--- src/rtl/uart_rx_periph.sv ---
// Memory-mapped 8N1 UART receiver with a receive FIFO, sticky error flags and a level interrupt.
// Registers: DATA (pop), STATUS (read-clear sticky bits), DIVISOR, IRQ_EN, decoded on addr_i[3:2].
module uart_rx_periph #(
  parameter int          FIFO_DEPTH = 8,
  parameter logic [15:0] DIV_RESET  = 16'd434
) (
  input  logic        clk_i,
  input  logic        rst_i,
  input  logic [31:0] addr_i,
  input  logic [31:0] data_i,
  output logic [31:0] data_o,
  input  logic        sel_i,
  input  logic        wr_i,
  input  logic        rx_i,
  output logic        irq_o
);

  localparam int AW = $clog2(FIFO_DEPTH);
  localparam logic [AW:0] PTR_ONE = {{AW{1'b0}}, 1'b1};

  typedef enum logic [1:0] {
    ST_IDLE  = 2'd0,
    ST_START = 2'd1,
    ST_DATA  = 2'd2,
    ST_STOP  = 2'd3
  } state_t;

  state_t      state_r, state_s;
  logic [15:0] cnt_r, cnt_s;
  logic [2:0]  bit_idx_r, bit_idx_s;
  logic [7:0]  shift_r, shift_s;
  logic [15:0] div_lat_r, div_lat_s;
  logic        push_s, frame_evt_s;

  logic        rx_meta_r, rx_sync_r, rx_prev_r;
  logic [1:0]  settle_r;
  logic        start_edge_s;

  logic [15:0] divisor_r;
  logic        irq_en_r, overrun_r, frame_err_r;
  logic [7:0]  mem_r [FIFO_DEPTH];
  logic [AW:0] wr_ptr_r, rd_ptr_r;
  logic        empty_s, full_s, pop_s, push_ok_s, overrun_evt_s;
  logic        rd_cyc_s, wr_cyc_s, stat_rd_s;
  logic [31:0] rd_data_s;
  logic [15:0] div_wr_s;
  logic        unused_s;

  assign unused_s = ^{addr_i[31:4], addr_i[1:0], data_i[31:16]};

  // Two-flop synchroniser, edge-detect history and post-reset settle counter
  always_ff @(posedge clk_i or negedge rst_i) begin
    if (!rst_i) begin
      rx_meta_r <= 1'b1;
      rx_sync_r <= 1'b1;
      rx_prev_r <= 1'b1;
      settle_r  <= 2'd0;
    end else begin
      rx_meta_r <= rx_i;
      rx_sync_r <= rx_meta_r;
      rx_prev_r <= rx_sync_r;
      settle_r  <= (settle_r == 2'd3) ? 2'd3 : settle_r + 2'd1;
    end
  end

  // The flops reset high, so a line held low through reset would look like an edge until they flush
  assign start_edge_s = (settle_r == 2'd3) & rx_prev_r & ~rx_sync_r;

  // Receiver state and datapath registers
  always_ff @(posedge clk_i or negedge rst_i) begin
    if (!rst_i) begin
      state_r   <= ST_IDLE;
      cnt_r     <= 16'd0;
      bit_idx_r <= 3'd0;
      shift_r   <= 8'd0;
      div_lat_r <= DIV_RESET;
    end else begin
      state_r   <= state_s;
      cnt_r     <= cnt_s;
      bit_idx_r <= bit_idx_s;
      shift_r   <= shift_s;
      div_lat_r <= div_lat_s;
    end
  end

  // Receiver next-state logic; each bit period reloads the counter from the latched divisor
  always_comb begin
    state_s     = state_r;
    cnt_s       = cnt_r;
    bit_idx_s   = bit_idx_r;
    shift_s     = shift_r;
    div_lat_s   = div_lat_r;
    push_s      = 1'b0;
    frame_evt_s = 1'b0;
    case (state_r)
      ST_IDLE: begin
        if (start_edge_s) begin
          state_s   = ST_START;
          div_lat_s = divisor_r;
          cnt_s     = (divisor_r >> 1) - 16'd1;
        end else begin
          state_s = ST_IDLE;
        end
      end
      ST_START: begin
        if (cnt_r != 16'd0) begin
          cnt_s = cnt_r - 16'd1;
        end else if (rx_sync_r) begin
          state_s = ST_IDLE;
        end else begin
          state_s   = ST_DATA;
          cnt_s     = div_lat_r - 16'd1;
          bit_idx_s = 3'd0;
        end
      end
      ST_DATA: begin
        if (cnt_r != 16'd0) begin
          cnt_s = cnt_r - 16'd1;
        end else begin
          shift_s = {rx_sync_r, shift_r[7:1]};
          cnt_s   = div_lat_r - 16'd1;
          if (bit_idx_r == 3'd7) begin
            state_s = ST_STOP;
          end else begin
            bit_idx_s = bit_idx_r + 3'd1;
          end
        end
      end
      ST_STOP: begin
        if (cnt_r != 16'd0) begin
          cnt_s = cnt_r - 16'd1;
        end else begin
          state_s = ST_IDLE;
          if (rx_sync_r) begin
            push_s = 1'b1;
          end else begin
            frame_evt_s = 1'b1;
          end
        end
      end
      default: state_s = ST_IDLE;
    endcase
  end

  assign empty_s   = (wr_ptr_r == rd_ptr_r);
  assign full_s    = (wr_ptr_r[AW] != rd_ptr_r[AW]) && (wr_ptr_r[AW-1:0] == rd_ptr_r[AW-1:0]);
  assign rd_cyc_s  = sel_i & ~wr_i;
  assign wr_cyc_s  = sel_i & wr_i;
  assign pop_s     = rd_cyc_s & (addr_i[3:2] == 2'd0) & ~empty_s;
  assign stat_rd_s = rd_cyc_s & (addr_i[3:2] == 2'd1);
  // A same-edge pop frees the slot, so a push into a full FIFO only overruns without one
  assign push_ok_s     = push_s & (~full_s | pop_s);
  assign overrun_evt_s = push_s & full_s & ~pop_s;
  assign div_wr_s      = (data_i[15:0] < 16'd4) ? 16'd4 : data_i[15:0];

  // Read mux
  always_comb begin
    rd_data_s = 32'd0;
    case (addr_i[3:2])
      2'd0: begin
        if (empty_s) begin
          rd_data_s = 32'd0;
        end else begin
          rd_data_s = {24'd0, mem_r[rd_ptr_r[AW-1:0]]};
        end
      end
      2'd1:    rd_data_s = {28'd0, frame_err_r, overrun_r, full_s, ~empty_s};
      2'd2:    rd_data_s = {16'd0, divisor_r};
      2'd3:    rd_data_s = {31'd0, irq_en_r};
      default: rd_data_s = 32'd0;
    endcase
  end

  // FIFO storage
  always_ff @(posedge clk_i) begin
    if (push_ok_s) begin
      mem_r[wr_ptr_r[AW-1:0]] <= shift_r;
    end
  end

  // Bus registers, FIFO pointers, sticky flags and registered outputs
  always_ff @(posedge clk_i or negedge rst_i) begin
    if (!rst_i) begin
      divisor_r   <= DIV_RESET;
      irq_en_r    <= 1'b0;
      overrun_r   <= 1'b0;
      frame_err_r <= 1'b0;
      wr_ptr_r    <= '0;
      rd_ptr_r    <= '0;
      data_o      <= 32'd0;
      irq_o       <= 1'b0;
    end else begin
      if (wr_cyc_s && addr_i[3:2] == 2'd2) begin
        divisor_r <= div_wr_s;
      end
      if (wr_cyc_s && addr_i[3:2] == 2'd3) begin
        irq_en_r <= data_i[0];
      end
      if (rd_cyc_s) begin
        data_o <= rd_data_s;
      end
      if (push_ok_s) begin
        wr_ptr_r <= wr_ptr_r + PTR_ONE;
      end
      if (pop_s) begin
        rd_ptr_r <= rd_ptr_r + PTR_ONE;
      end
      overrun_r   <= overrun_evt_s | (overrun_r & ~stat_rd_s);
      frame_err_r <= frame_evt_s | (frame_err_r & ~stat_rd_s);
      irq_o       <= irq_en_r & ~empty_s;
    end
  end

endmodule
--- config.mk ---
export PLATFORM = sky130hd
export DESIGN_NAME = uart_rx_periph
export DESIGN_NICKNAME = d
export VERILOG_FILES = /design/src/rtl/uart_rx_periph.sv
export SDC_FILE = /design/constraint.sdc
export NUM_CORES = 1
export LEC_CHECK = 0
export BUFFER_PORTS_ARGS = -buffer_cell sky130_fd_sc_hd__buf_2
export CAP_MARGIN = 20
export CORE_ASPECT_RATIO = 0.5
export CORE_UTILIZATION = 45
export DETAILED_ROUTE_END_ITERATION = 10
export PLACE_DENSITY = 0.75
export SLEW_MARGIN = 25
export SYNTH_ARGS = -nofsm -noshare
export SYNTH_HDL_FRONTEND = slang
export SYNTH_SLANG_ARGS = --single-unit
--- constraint.sdc ---
create_clock -name clk_i -period 7.7 [get_ports clk_i]
set_clock_uncertainty 0.1 [all_clocks]
set_input_delay 2.31 -clock clk_i [delete_from_list [all_inputs] [get_ports clk_i]]
set_output_delay 2.31 -clock clk_i [all_outputs]
set_load 0.02 [all_outputs]
After elaboration in Yosys (flattened, before gate mapping)

Memories as Yosys holds them, arrays and structs flattened.
Index checks and enable logic that the tools add are counted.

Bits in registers: 110
Memory bits (writable): 64
Word-level logic and storage cells: 111
Memories kept: 1

$add $sub $neg: 7
Order comparisons: 1
Equal/unequal tests: 20
Multiplexer cells: 30
Bitwise operators: 23
Reduce and logical (&&, ||, !) cells: 12

Memories:

| memory | words | width | rd ports | clocked after memory_dff | wr ports | line | RTL |
|---|---|---|---|---|---|---|---|
| mem_r  | 8     | 8     | 1        | 0                        | 1        | 41   | `logic [7:0] mem_r [FIFO_DEPTH];` |

Operators with widths:

| operator                | number |
|---|---|
| $pmux W32 S4            | 1 |
| $mux W16                | 6 |
| $pmux W16 S4            | 1 |
| $sub A16 B1 Y16 const B | 2 |
| $lt A16 B3 Y1 const B   | 1 |
| $ne A2 B2 Y1 const B    | 8 |
| $reduce_bool A16 Y1     | 1 |
| $sub A15 B1 Y16 const B | 1 |
| $and A1 B1 Y1           | 13 |
| $mux W2                 | 6 |
| $mux W3                 | 4 |
| $eq A2 B2 Y1 const B    | 5 |
| $mux W1                 | 9 |
| $add A4 B1 Y4 const B   | 2 |
| $mux W8                 | 1 |
| $pmux W2 S4             | 1 |
| $not A1 Y1              | 7 |
| $pmux W3 S2             | 1 |
| $reduce_and A5 Y1       | 1 |
| $eq A2 B1 Y1 const B    | 2 |
| $eq A4 B4 Y1            | 1 |
| $logic_not A2 Y1        | 2 |
| $reduce_and A2 Y1       | 2 |
| $reduce_and A4 Y1       | 1 |
| 10 further kinds        | 14 |

Logic depth before layout (Yosys ltp)

Gate-level depths: netlist (run 1).

Word-level depth: 8
Mapped depth: 9

Least setup slack after synthesis (run 1)

No wires, ideal clock.

Kind: in2reg
Start: input port addr_i[2]
End: memory mem_r[1][0], enable pin
Library setup time: 0.383 ns
Arrival: 3.571 ns
Setup slack: 3.646 ns
Stages: 5
Cell sequence: clkbuf_1 -> nor2_1 -> a21o_1 -> nand3_1 -> nor3_1

Longest elaborated chain between the ends: 7

RTL lines:

| item                          | line | RTL |
|---|---|---|
| from (decl)                   | 9    | `input logic [31:0] addr_i,` |
| $logic_not A2 Y1              | 149  | `assign pop_s = rd_cyc_s & (addr_i[3:2] == 2'd0) & ~empty_s;` |
| $and A1 B1 Y1 (2 in a row)    | 149  |  |
| $or A1 B1 Y1                  | 152  | `assign push_ok_s = push_s & (~full_s \| pop_s);` |
| $and A1 B1 Y1                 | 152  |  |
| $mux W1                       | 176  | `if (push_ok_s) begin` |
| $mux W1 (not written as such) | 177  | `mem_r[wr_ptr_r[AW-1:0]] <= shift_r;` |
| to (decl)                     | 41   |  |

Every way passes these cells.

Final worst setup path (run 1)

Start: input port sel_i
End: memory mem_r[6][2], enable pin

Longest elaborated chain between the ends: 7

RTL lines:

| item                          | line | RTL |
|---|---|---|
| from (decl)                   | 12   | `input logic sel_i,` |
| $and A1 B1 Y1                 | 147  | `assign rd_cyc_s = sel_i & ~wr_i;` |
| $and A1 B1 Y1 (2 in a row)    | 149  |  |
| $or A1 B1 Y1                  | 152  |  |
| $and A1 B1 Y1                 | 152  |  |
| $mux W1                       | 176  |  |
| $mux W1 (not written as such) | 177  |  |

Every way passes these cells.

==> results of run 1 <==
## routing by layer
metal / routed length, um / up-vias
li1: - / 2381
met1: 7482 / 2572
met2: 7894 / 112
met3: 568 / 17
met4: 189 / 0
met5: 0 / -
## cell type report
| type | count | area [um^2] |
|---|---|---|
| inverters | 17 | 63.81 |
| clock inverters | 14 | 168.9 |
| well taps | 227 | 284.0 |
| repair buffers | 45 | 242.7 |
| multi-input cells | 421 | 3188 |
| flip-flops and latches | 158 | 4290 |
| clock buffers | 18 | 439.2 |
| fillers | 1345 | 7921 |
## path summary, 6_finish.rpt
kind                            from            end  slack (ns)  cells past startpoint
max in group asynchronous      rst_i  divisor_r[12]        4.61                      2
setup / recovery               sel_i    mem_r[6][2]        3.85                      5
hold reg to reg            rx_meta_r      rx_sync_r        0.26                      0
setup reg to reg            cnt_r[0]    mem_r[6][2]        4.01                      7
min in group asynchronous      rst_i     shift_r[4]        1.76                      1
hold / removal             rx_meta_r      rx_sync_r        0.26                      0
## power by group through the flow
stage	clock [mW]	sequential, mW	combinational (mW)
6_report	0.862	1.20	0.950
3_3_place_gp	0	1.21	0.910
4_1_cts	0.871	1.20	0.944
3_5_place_dp	0	1.21	0.935
2_1_floorplan	0	1.16	0.771
5_1_grt	0.914	1.22	1.04
## kinds of logic after synthesis
group	count (synthesis)	share of synthesized area [%]
xor gates and xnor gates	42	4.748
AOI/OAI and AO/OA	123	10.89
and+or+nand+nor	164	11.32
muxes	63	11.32
buffers and inverters	65	4.199
other	1	0.04840
adders and majority gates	13	2.100
DFF	158	55.38
## synth_stat cells, types with 7 or more instances
cell and count:
a21oi_1 24, a22o_1 22, a22oi_1 8, buf_2 7
buf_4 17, clkbuf_1 18, dfrtp_1 81, dfstp_2 13
edfxtp_1 64, ha_1 13, inv_1 17, mux2_2 37
mux2i_1 10, mux4_2 16, nand2_1 45, nand3_1 9
nor2_1 27, nor3_1 18, nor4_1 13, o211ai_1 8
o21ai_0 27, o31ai_1 9, or4_1 10, xnor2_1 30
xor2_1 12
## critical path, stage by stage
cell	delay (ns)
buf_2	0.10
nor2b_1	0.27
a21o_1	0.20
nand3b_1	0.15
nor2_1	0.75
## layout by cell type (no fill, tap or decap), drive strengths merged, types with 22 or more instances in the layout
| cell type | instances |
|---|---|
| edfxtp | 64 |
| nand2 | 45 |
| a22o | 22 |
| buf | 45 |
| o21ai | 30 |
| nor2 | 28 |
| mux2 | 37 |
| inv | 25 |
| xnor2 | 30 |
| dfrtp | 81 |
| a21oi | 24 |
## sequential cells by signal, indices dropped and copies added, names as in the netlist, named ones only
| signal | cells |
|---|---|
| settle_r | 2 |
| bit_idx_r | 3 |
| rx_prev_r | 1 |
| shift_r | 8 |
| rd_ptr_r | 4 |
| frame_err_r | 1 |
| div_lat_r | 16 |
| wr_ptr_r | 4 |
| rx_sync_r | 1 |
| irq_o | 1 |
| divisor_r | 16 |
| cnt_r | 16 |
| irq_en_r | 1 |
| state_r | 1 |
| rx_meta_r | 1 |
| data_o | 16 |
| mem_r | 64 |
| overrun_r | 1 |
## per-stage QoR
step                total power [mW]  instances  utilization, %
floorplan                      1.931        644               -
global placement               2.115        868           48.61
detailed placement             2.147        868           48.61
CTS                            3.013        900           52.28
global route                   3.175        900           52.28
finish                         3.013        900           52.28
==> out/results.ini, run 1 <==
[yosys]
ys.flop_type=dfrtp_1
synth_top_area_share_pct=26.16
cell_types_occupying_the_most_area_after_synthesis=dfrtp_1 (26%), edfxtp_1 (25%), mux2_2 (5.4%)
mean_instance_size_in_the_synthesized_netlist_um2=12.32
syn-cell-area_mm2=0.007747
post-synth-top-area-cell=dfrtp_1
async_reset_ff_share_pct=59.49
unique_masters_post_synth=64
ys_warn_count=0
synthCells=629
synth-edff-count=64
yosysSeqAreaShare_pct=55.38
postSynthRegisterBits=158

[setup_path]
crit_path_max_fanout=8
critPathLaunchType=primary input
cp.arrival_ns=3.80
setup.worst_path.end_class=register
path_class=in2reg
required_ns=7.65

[floorplanning]
floorplan.rows=33
fp.coreArea_mm2=0.01660
chip_height_um=94.78
top_level_ports=102
initial_core_utilization_pct=46.68
die-area_mm2=0.01778
dieWidth_um=187.6

[cts]
cts_made_buffers=17
clock_sinks=158
cts_setup_buffers=0
clock-root-buffer=clkbuf_16
number_of_buffers_on_the_longest_clock_path=2
cts-resized-gates=0
htree_num_levels=4
insertion_delay_ns=0.42
cts_hold_repair.buffers=0
cts_tree=built
cts.clk_slew.worst_paths_ns=0.06

[global_route]
gr-usage-all-layers_pct=19.17
antenna_found_initial=0
grt_util_met1_pct=25.18
gr_overflow_total=0
met3_track_usage_gr_pct=3.828
via_count_of_the_first_global_routing_pass=4806
busiest_layer=met2
gr-usage-met2_pct=32.28
global_route_wire_length_before_repair_um=25890
pin_count_of_the_biggest_net_entering_global_routing=59

[finish]
share_of_layout_cells_above_drive_strength_1_pct=23.03
fin_area_mm2=0.008677
syn_to_final_growth_pct=12.00
n_antenna_cell=0
nets=742

[drt]
wl_per_cell_um=17.93
drc_violation_total_after_the_first_tritonroute_iteration=383
first_pass_iters=5
post_drt_via_cell_ratio=5.647
drt_drc_violations_left=0
wl_um=16130
via_count=5082
drtAntennaViolNets=0

[timing]
fin_crit_ns=3.851
finalMaxSlewViolations=0
worst_pin_slew_ns=0.9533
timing.max_slew.rel_slack_pct=36.21
holdWs_ns=0.2560
final.setup.worst_slack_ns=3.849
finalSetupViolCount=0
layout_worst_path_cycle_share_pct=50.01
clock.fmax_mhz=259.7
final_hold_viol_count=0
setup_repair_after_global_routing_missed_its_margin=no
fin_setup_tns_ns=0

[place]
dpl.hpwl_um=10790
io_buffer_count=39
preCtsSetupSlack_ns=3.405
placed_cell_area_mm2=0.008069
gp_routability_congestion=0.8452

[run]
maxCapViolCount=0

[power]
share_comb_of_total_power_pct=31.5
power_frac_seq_pct=39.9
power_per_cell_area_mw_per_mm2=347.2
power.share.clock_pct=28.6
leakagePower_nw=3.401
vdd_drop_max_v=0.0001968
power.switching_mw=1.071
power.share.switching_pct=35.55
power_report.internal_total_mw=1.942

[min_path]
hold_class=reg2reg

[run_status]
run_status=finished, final reports clean

Note: power is estimated with default switching activity, not from simulation.
==> inputs of run 2 (changes only) <==
- ABC_AREA: unset -> 1
- PLACE_DENSITY: 0.75 -> 0.74
- clock period: 7.7 -> 3.7 ns (I/O delays scaled with it)
==> run 2 against run 1 <==
Effect of this change: combinational power grew to 2.6 times the previous value; sequential cell count unchanged; largest cell class unchanged; worst hold slack better by 0.0065 ns.
==> out/results.ini, run 2 <==
[run_status]
run_status=finished, final reports clean

[timing]
timing.max_slew.rel_slack_pct=36.20  ; about the same
fin_setup_tns_ns=0  ; unchanged
final_hold_viol_count=0  ; unchanged
finalMaxSlewViolations=0  ; unchanged
holdWs_ns=0.2625  ; +0.006540 ns
clock.fmax_mhz=378.9
fin_crit_ns=2.639
finalSetupViolCount=0  ; unchanged
worst_pin_slew_ns=0.9560  ; +0.002672 ns
layout_worst_path_cycle_share_pct=71.33
setup_repair_after_global_routing_missed_its_margin=no

[yosys]
yosysSeqAreaShare_pct=52.13  ; -3.2 points
ys_warn_count=0  ; unchanged
ys.flop_type=dfrtp_1
post-synth-top-area-cell=dfrtp_1
async_reset_ff_share_pct=59.49  ; unchanged
syn-cell-area_mm2=0.008230  ; +6.2%
cell_types_occupying_the_most_area_after_synthesis=dfrtp_1 (25%), edfxtp_1 (23%), nand2_1 (10%)
unique_masters_post_synth=48  ; -25%
synth_top_area_share_pct=24.63  ; -1.5 points
synthCells=930  ; +48%
postSynthRegisterBits=158  ; unchanged
ys_top_cells_by_count=nand2_1 (220), nor2_1 (110), o21ai_0 (95)
mean_instance_size_in_the_synthesized_netlist_um2=8.850  ; -28%
synth-edff-count=64  ; unchanged
post-synth-top-count-cell=nand2_1

[global_route]
antenna_found_initial=0  ; unchanged
gr-usage-all-layers_pct=20.75  ; +1.6 points
pin_count_of_the_biggest_net_entering_global_routing=51  ; -14%
global_route_wire_length_before_repair_um=30880  ; +19%
gr_overflow_total=0  ; unchanged
via_count_of_the_first_global_routing_pass=6361  ; +32%

[place]
dpl.hpwl_um=12980  ; +20%
io_buffer_count=39  ; unchanged
gp_routability_congestion=0.8971  ; +6.1%

[setup_path]
timing.reg2reg.setup_slack_ns=1.06  ; -2.95 ns
crit_path_max_fanout=15  ; +7
r2r_cells=11  ; +4
critPathLaunchType=register
source_of_the_worst_register_to_register_timing_path=cnt_r[0]
cp_cell_sequence=inv_1 > ha_1 > nand2_1 > nor2_2 > nand2_2 > clkinv_2 > nand2_2 > nor2_4 > nand3_2 > nor2_1 > buf_4
critical-path-top-cell-by-count=nand2_2
path_class=reg2reg
required_ns=3.74  ; -3.91 ns
crit_slowest_cell=dfrtp_1
worst_path_largest_cell_delay_ns=0.38  ; -0.37 ns
r2r_end=mem_r[2][3]
setup.worst_path.end_class=register
cp.arrival_ns=2.68  ; -1.12 ns

[finish]
layout_commonest_cell=nand2_1
fin_util_pct=52.02  ; -0.25 points
syn_to_final_growth_pct=11.33
nets=1051  ; +42%
n_fill_cell=1566  ; +16%
most-common-layout-cells=nand2_1 (220), nor2_1 (110), o21ai_0 (95)
n_antenna_cell=0  ; unchanged
max_reg_flops=64  ; unchanged
share_of_layout_cells_above_drive_strength_1_pct=15.99  ; -7.0 points

[floorplanning]
chip_height_um=97.63  ; +3.0%
die-area_mm2=0.01887  ; +6.1%
fp.coreArea_mm2=0.01761  ; +6.1%
floorplan.rows=34  ; +3.0%
top_level_ports=102  ; unchanged
initial_core_utilization_pct=46.73  ; +0.056 points
dieWidth_um=193.3  ; +3.0%

[cts]
cts_made_buffers=17  ; unchanged
cts.clk_slew.worst_paths_ns=0.07  ; about the same
insertion_delay_ns=0.44  ; +0.02 ns
cts-resized-gates=0  ; unchanged
htree_num_levels=4  ; unchanged
cts_tree=built
number_of_buffers_on_the_longest_clock_path=2  ; unchanged
cts_setup_buffers=0  ; unchanged
clock-root-buffer=clkbuf_16
cts_hold_repair.buffers=0  ; unchanged
clock_sinks=158  ; unchanged

[power]
power_per_cell_area_mw_per_mm2=720.1  ; +110%
leakagePower_nw=3.991  ; +17%
vdd_drop_max_v=0.0004059  ; +110%
total_power_mw=6.598  ; +120%

[drt]
via_count=6515  ; +28%
post_drt_via_cell_ratio=5.358  ; -5.1%
first_pass_iters=7  ; +2
drt_drc_violations_left=0  ; unchanged
wl_per_cell_um=15.47  ; -14%
wl_um=18810  ; +17%
drc_violation_total_after_the_first_tritonroute_iteration=481  ; +26%
drtAntennaViolNets=0  ; unchanged

[min_path]
hold_class=reg2reg
worst_hold_path.endpoint=rx_sync_r
hold-path-cell-count=0  ; unchanged
worst_hold_startpoint=rx_meta_r

[run]
maxCapViolCount=0  ; unchanged

[run 2: cell types whose count changed in the layout (fill, tap and decap cells not counted), sizes merged, moves of 30 or more]
cell	change
nand3	+49
nor2	+101
mux2	-30
inv	+56
o21ai	+72
nand2	+186
[run 2: worst max-delay path by stage]
| stage | start | depth (start not counted) | slack, ns | endpoint |
|---|---|---|---|---|
| finish | cnt_r[0] | 11 | 1.06 | mem_r[2][3] |
| global route | cnt_r[0] | 11 | 0.96 | mem_r[4][0] |
| CTS | cnt_r[0] | 11 | 1.10 | mem_r[2][7] |
| detailed placement | wr_i | 7 | 0.92 | mem_r[2][6] |
| global placement | wr_i | 5 | 0.90 | data_o[2] |
| floorplan | sel_i | 6 | 1.03 | mem_r[1][0] |
[run 2: cell type report]
class	instances	area [um^2]	share of cell area, %
well taps	234	292.8	3.195
flip-flops and latches	158	4290	46.83
multi-input cells	664	3410	37.21
inverters	77	290.3	3.168
clock buffers	17	425.4	4.643
clock inverters	15	153.9	1.680
repair buffers	51	300.3	3.277
[run 2: cells by family after synthesis]
logic type	Yosys count	synth area share, %
and+or+nand+nor	443	23.82
DFF	158	52.13
AOI/OAI and AO/OA	155	10.75
buffers and inverters	123	7.130
xor gates and xnor gates	30	3.192
adders and majority gates	13	1.976
muxes	7	0.9578
other	1	0.04556
[run 2: power by group]
part | switching, mW | internal [mW] | total, mW
Sequential | 0.349 | 2.12 | 2.47
Combinational | 1.63 | 0.800 | 2.43
Clock | 0.806 | 0.896 | 1.70
Total | 2.79 | 3.81 | 6.60
[run 2: metal layers]
metal / wire (um) / vias to the layer above / GRT usage [%]
li1: - / 3130 / -
met1: 8351 / 3151 / 26.28
met2: 9332 / 213 / 35.76
met3: 902 / 21 / 4.373
met4: 227 / 0 / 6.523
met5: 0 / - / 0
[run 2: per-stage QoR]
| step | setup WS [ns] | instances | cell area [um^2] |
|---|---|---|---|
| 3_3_place_gp | 0.9034 | 1184 | 8583 |
| 6_report | 1.061 | 1216 | 9163 |
| 3_5_place_dp | 0.9185 | 1184 | 8583 |
| 4_1_cts | 1.099 | 1216 | 9163 |
| 2_1_floorplan | 1.025 | 945 | 8287 |
| 5_1_grt | 0.9617 | 1216 | 9163 |
[run 2: worst max-delay path, delay by kind of cell (launching register included)]
kind / cells / cell delay, ns
and+or+nand+nor: 7 / 1.02
buffers and inverters: 3 / 0.61
DFF: 1 / 0.38
adders and majority gates: 1 / 0.22
